$ cat src/rtl/exme_skid.sv
// EX->MEM pipeline skid buffer: a main entry that drives the MEM outputs and
// a skid entry that catches one extra EX instruction while MEM is stalled.
module exme_skid #(
    parameter int unsigned XLEN = 32,
    parameter int unsigned RDW  = 5
) (
    input  logic            clk,
    input  logic            rstn,
    input  logic            flush,
    input  logic            vlde,
    output logic            rdye,
    input  logic            regWrte,
    input  logic            memWrte,
    input  logic [1:0]      rsltSrce,
    input  logic [XLEN-1:0] aluRslte,
    input  logic [XLEN-1:0] wrtDe,
    input  logic [XLEN-1:0] pc4e,
    input  logic [RDW-1:0]  rde,
    output logic            vldm,
    input  logic            rdym,
    output logic            regWrtm,
    output logic            memWrtm,
    output logic [1:0]      rsltSrcm,
    output logic [XLEN-1:0] aluRsltm,
    output logic [XLEN-1:0] wrtDm,
    output logic [XLEN-1:0] pc4m,
    output logic [RDW-1:0]  rdm,
    output logic [1:0]      occ
);

    // Entry layout, MSB first: regWrt, memWrt, rsltSrc, aluRslt, wrtD, pc4, rd
    localparam int unsigned EW      = RDW + 3 * XLEN + 4;
    localparam int unsigned PC4LSB  = RDW;
    localparam int unsigned WDLSB   = RDW + XLEN;
    localparam int unsigned ALULSB  = RDW + 2 * XLEN;
    localparam int unsigned SRCLSB  = RDW + 3 * XLEN;

    localparam logic [1:0] EMPTY = 2'd0;
    localparam logic [1:0] ONE   = 2'd1;
    localparam logic [1:0] FULL  = 2'd2;

    logic [1:0]    state;
    logic [1:0]    stateN;
    logic [EW-1:0] mainQ;
    logic [EW-1:0] mainN;
    logic [EW-1:0] skidQ;
    logic [EW-1:0] skidN;
    logic [EW-1:0] exEnt;
    logic          exXfer;
    logic          memXfer;

    assign exEnt   = {regWrte, memWrte, rsltSrce, aluRslte, wrtDe, pc4e, rde};
    assign exXfer  = vlde & rdye;
    assign memXfer = vldm & rdym;

    // Next-state and next-entry selection; flush overrides any transfer
    always_comb begin
        stateN = state;
        mainN  = mainQ;
        skidN  = skidQ;
        case (state)
            EMPTY: begin
                if (exXfer) begin
                    mainN  = exEnt;
                    stateN = ONE;
                end
            end
            ONE: begin
                if (exXfer && memXfer) begin
                    mainN = exEnt;
                end else if (exXfer) begin
                    skidN  = exEnt;
                    stateN = FULL;
                end else if (memXfer) begin
                    mainN  = '0;
                    stateN = EMPTY;
                end
            end
            FULL: begin
                if (memXfer) begin
                    mainN  = skidQ;
                    skidN  = '0;
                    stateN = ONE;
                end
            end
            default: begin
                mainN  = '0;
                skidN  = '0;
                stateN = EMPTY;
            end
        endcase
        if (flush) begin
            mainN  = '0;
            skidN  = '0;
            stateN = EMPTY;
        end
    end

    // State, entries and status outputs; reset wins over everything
    always_ff @(posedge clk) begin
        if (!rstn) begin
            state <= EMPTY;
            mainQ <= '0;
            skidQ <= '0;
            vldm  <= 1'b0;
            rdye  <= 1'b1;
            occ   <= 2'd0;
        end else begin
            state <= stateN;
            mainQ <= mainN;
            skidQ <= skidN;
            vldm  <= (stateN != EMPTY);
            rdye  <= (stateN != FULL);
            occ   <= stateN;
        end
    end

    // Main entry drives MEM; control bits are zero whenever main is empty
    assign regWrtm  = mainQ[EW-1];
    assign memWrtm  = mainQ[EW-2];
    assign rsltSrcm = mainQ[SRCLSB +: 2];
    assign aluRsltm = mainQ[ALULSB +: XLEN];
    assign wrtDm    = mainQ[WDLSB +: XLEN];
    assign pc4m     = mainQ[PC4LSB +: XLEN];
    assign rdm      = mainQ[RDW-1:0];

endmodule

$ cat config.mk
export PLATFORM = sky130hd
export DESIGN_NAME = exme_skid
export DESIGN_NICKNAME = d
export VERILOG_FILES = /design/src/rtl/exme_skid.sv
export SDC_FILE = /design/constraint.sdc
export NUM_CORES = 1
export LEC_CHECK = 0
export CORE_MARGIN = 2
export CORE_UTILIZATION = 47
export CTS_CLUSTER_DIAMETER = 100
export CTS_CLUSTER_SIZE = 28
export DETAILED_ROUTE_END_ITERATION = 8
export PLACE_DENSITY = 0.77
export SYNTH_ARGS = -nofsm -noshare
export SYNTH_HDL_FRONTEND = slang
export SYNTH_SLANG_ARGS = --single-unit
$ cat constraint.sdc
create_clock -name clk -period 1.4 [get_ports clk]
set_clock_uncertainty 0.05 [all_clocks]
set_input_delay 0.28 -clock clk [delete_from_list [all_inputs] [get_ports clk]]
set_output_delay 0.28 -clock clk [all_outputs]
set_load 0.01 [all_outputs]
==> impl_metrics.yaml <==
clock_tree:
  cts_made_buffers: 11
  hold_buffers: 0
  clock_latency_ns: 0.47
  cts.sinks: 214
  cts-root-buf: "clkbuf_16"
  clock_path_buffers: 3
  cts_tree: "done"
  clk_pin_slew_worst_paths_ns: 0.11
  htreeDepth: 1
detailed_routing:
  wl_met3_um: 3160
  vias: 11000
  route.met2.wl_um: 16200
  viasPerCell: 6.40
  wl_um: 34900
  drc: 0
  first_iter_violations: 1048
  first_pass_iters: 5
  highest_layer: "met5"
  drtAntennaViolNets: 0
  wl_met1_um: 14800
  wl_per_cell_um: 20.4
finish:
  num-fill-cells: 1736
  drive_gt1_share_pct: 18.8
  fin_cells: 1712
  multi_input_area_mm2: 0.00570
  seq_area_mm2: 0.00434
  syn_to_final_growth_pct: 38.9
  layout.nets: 1540
  diodes: 0
  final_util_pct: 66.8
floorplanning:
  core_area_mm2: 0.0220
  initial_utilization_pct: 48.1
  row_count: 54
  die_h_um: 154
  die-width_um: 154
  dieArea_mm2: 0.0237
  io_pins: 219
grt:
  grt_pass1_vias: 9927
  overflow: 0
  grt_util_all_layers_pct: 25.9
  antenna_found_initial: 1
  grt_max_degree: 79
  grt_pass1_wl_um: 51900
timing:
  fin_crit_ns: 1.59
  max_freq_mhz: 631
  finalWorstSetupSlack_ns: -0.185
  setup_viol: 216
  holdWs_ns: 0.304
  rsz0062_at_grt: "true"
  max-slew-margin-rel_pct: 76.8
  slew_viol_final: 0
  tightest_slew_ns: 0.348
  hold_viol_final: 0
  min_period_over_period_pct: 113
critical_path:
  cp-startpoint: "vldm"
  crit_path_max_fanout: 10
  r2r_start: "vldm"
  rr_worst_depth: 7
  cp-endpoint: "skidQ[65]"
  cp.required_ns: 1.75
  slowest_delay_ns: 0.37
  crit_type: "reg -> reg"
  r2r_end: "skidQ[65]"
  end_kind: "flip-flop"
  start_kind: "flip-flop"
  path_cells: "buf_6, and2_4, nor2_4, buf_4, clkbuf_16, nand4b_1, a21oi_1"
  r2r_slack_ns: -0.19
  crit_arrival_ns: 1.94
  cp_slowest_cell: "dfxtp_4"
logic_synthesis:
  yosys.area.top_type_share_pct: 40.6
  ys.flop_type: "dfxtp_1"
  ys_seq_area_share_pct: 40.6
  ys_ff_latch: 214
  synth_largest_area_cell: "dfxtp_1"
  async_reset_ff_share_pct: 0
  synth_cell_types: 30
  ys_top_cells_by_area: "dfxtp_1 (41%), mux2i_1 (10%), nand4b_1 (8.7%), a22oi_1 (7.5%), o22ai_1 (6.2%)"
  synth_commonest_cells: "dfxtp_1 (214), clkbuf_1 (110), a21oi_1 (109), nand3_1 (107), nor2_1 (107)"
  synth-edff-count: 0
  yosysWarnings: 0
  synth_area_mm2: 0.0106
  syn_inst: 1244
  syn_area_per_cell_um2: 8.49
  synthesis.nets: 1354
  synth_most_common_cell: "dfxtp_1"
place:
  dp.final_hpwl_um: 20300
  pre_cts_slack_ns: -0.623
  place_congestion: 0.807
  dp_cells: 1668
  placement.io_buffers: 218
power:
  switching_share_pct: 28.6
  power_frac_seq_pct: 49.4
  vdd_drop_max_v: 0.000671
  powerDensity_mw_per_mm2: 869
  leakage_nw: 4.68
  switching_power_mw: 3.65
  p_total_mw: 12.7
  p_int_mw: 9.10
  comb_power_share_pct: 22.6
  power_frac_clock_pct: 28.0
outcome:
  status: "finished, violations left"
  violations: "negative setup slack"
run:
  cap_viol_max_count: 0
worst_hold_path:
  hp-class: "in -> reg"
==> placed cells by master, fill, tap and decap left out, drive strengths merged, types with 2 or more instances in the layout <==
master,instances
a21oi,109
a22oi,105
buf,119
clkbuf,26
clkdlybuf4s15,98
clkdlybuf4s50,108
dfxtp,214
mux2i,105
nand2,4
nand3,107
nand4b,105
nor2,109
o21ai,105
o21ba,2
o22ai,106
==> area by class of cell <==
| type | count | share of cell area, % |
|---|---|---|
| multi-input combinational | 866 | 38.9 |
| sequential | 214 | 29.6 |
| clock inverter | 1 | 0.0597 |
| clock buffer | 14 | 2.02 |
| tap | 280 | 2.39 |
| timing repair buffer | 337 | 27.1 |
==> worst max-delay path: cells and delay by family, from the launching register on <==
family                 cells  cell delay (ns)
and+or+nand+nor            3             0.48
DFF                        1             0.37
AOI/OAI and AO/OA          1             0.16
buffers and inverters      3             0.45
==> power groups by stage <==
| stage | combinational [mW] | sequential [mW] | clock [mW] |
|---|---|---|---|
| 2_1_floorplan | 1.33 | 6.47 | 0 |
| 5_1_grt | 3.06 | 6.32 | 3.80 |
| 6_report | 2.88 | 6.30 | 3.57 |
| 3_3_place_gp | 2.53 | 6.43 | 0 |
| 3_5_place_dp | 2.56 | 6.43 | 0 |
| 4_1_cts | 2.56 | 6.30 | 3.60 |
==> kinds of logic (layout without fill, tap and decap cells) <==
kind of cell | after synthesis | after routing | synth area share, %
xor+xnor | 1 | 1 | 0.0830
compound gates | 429 | 429 | 24.4
simple gates | 331 | 331 | 18.2
flops | 214 | 214 | 40.6
mux | 105 | 105 | 9.95
buf+inv | 164 | 352 | 6.78
==> layer usage <==
layer	vias up	global-route usage [%]
met4	2	6.14
met2	597	40.8
met5	-	0
met3	66	4.74
li1	5051	-
met1	5247	36.8
==> state kept, by name (all words and copies together) (netlist names) <==
| signal | flops |
|---|---|
| skidQ | 105 |
| vldm | 1 |
| mainQ | 105 |
| state | 2 |
| rdye | 1 |
==> how the worst min path moves through the flow <==
stage	to	start	slack, ns	cells past startpoint
2_1_floorplan	skidQ[10]	pc4e[5]	0.40	2
3_3_place_gp	skidQ[53]	skidQ[53]	0.40	2
3_5_place_dp	skidQ[5]	skidQ[5]	0.41	2
4_1_cts	state[1]	rdym	0.30	4
5_1_grt	state[1]	rdym	0.34	4
6_report	state[1]	rdym	0.30	4
==> timing repair <==
item / CTS / global route
pin swaps: 42 / 23
endpoints found under the setup margin: 320 / 307
gates resized for setup: 359 / 37
cloned: 0 / 17
setup buffers: 4 / 8
hold endpoints to repair: 0 / 0
==> stage by stage <==
stage / instance area (um2) / TNS, ns
after CTS: 14100 / -25.42
after global placement: 13600 / -102.84
final: 14700 / -28.78
after global routing: 14700 / -47.59
after floorplan: 10800 / -6.03
after detailed placement: 13600 / -119.06
Note: power is estimated with default switching activity, not from simulation.
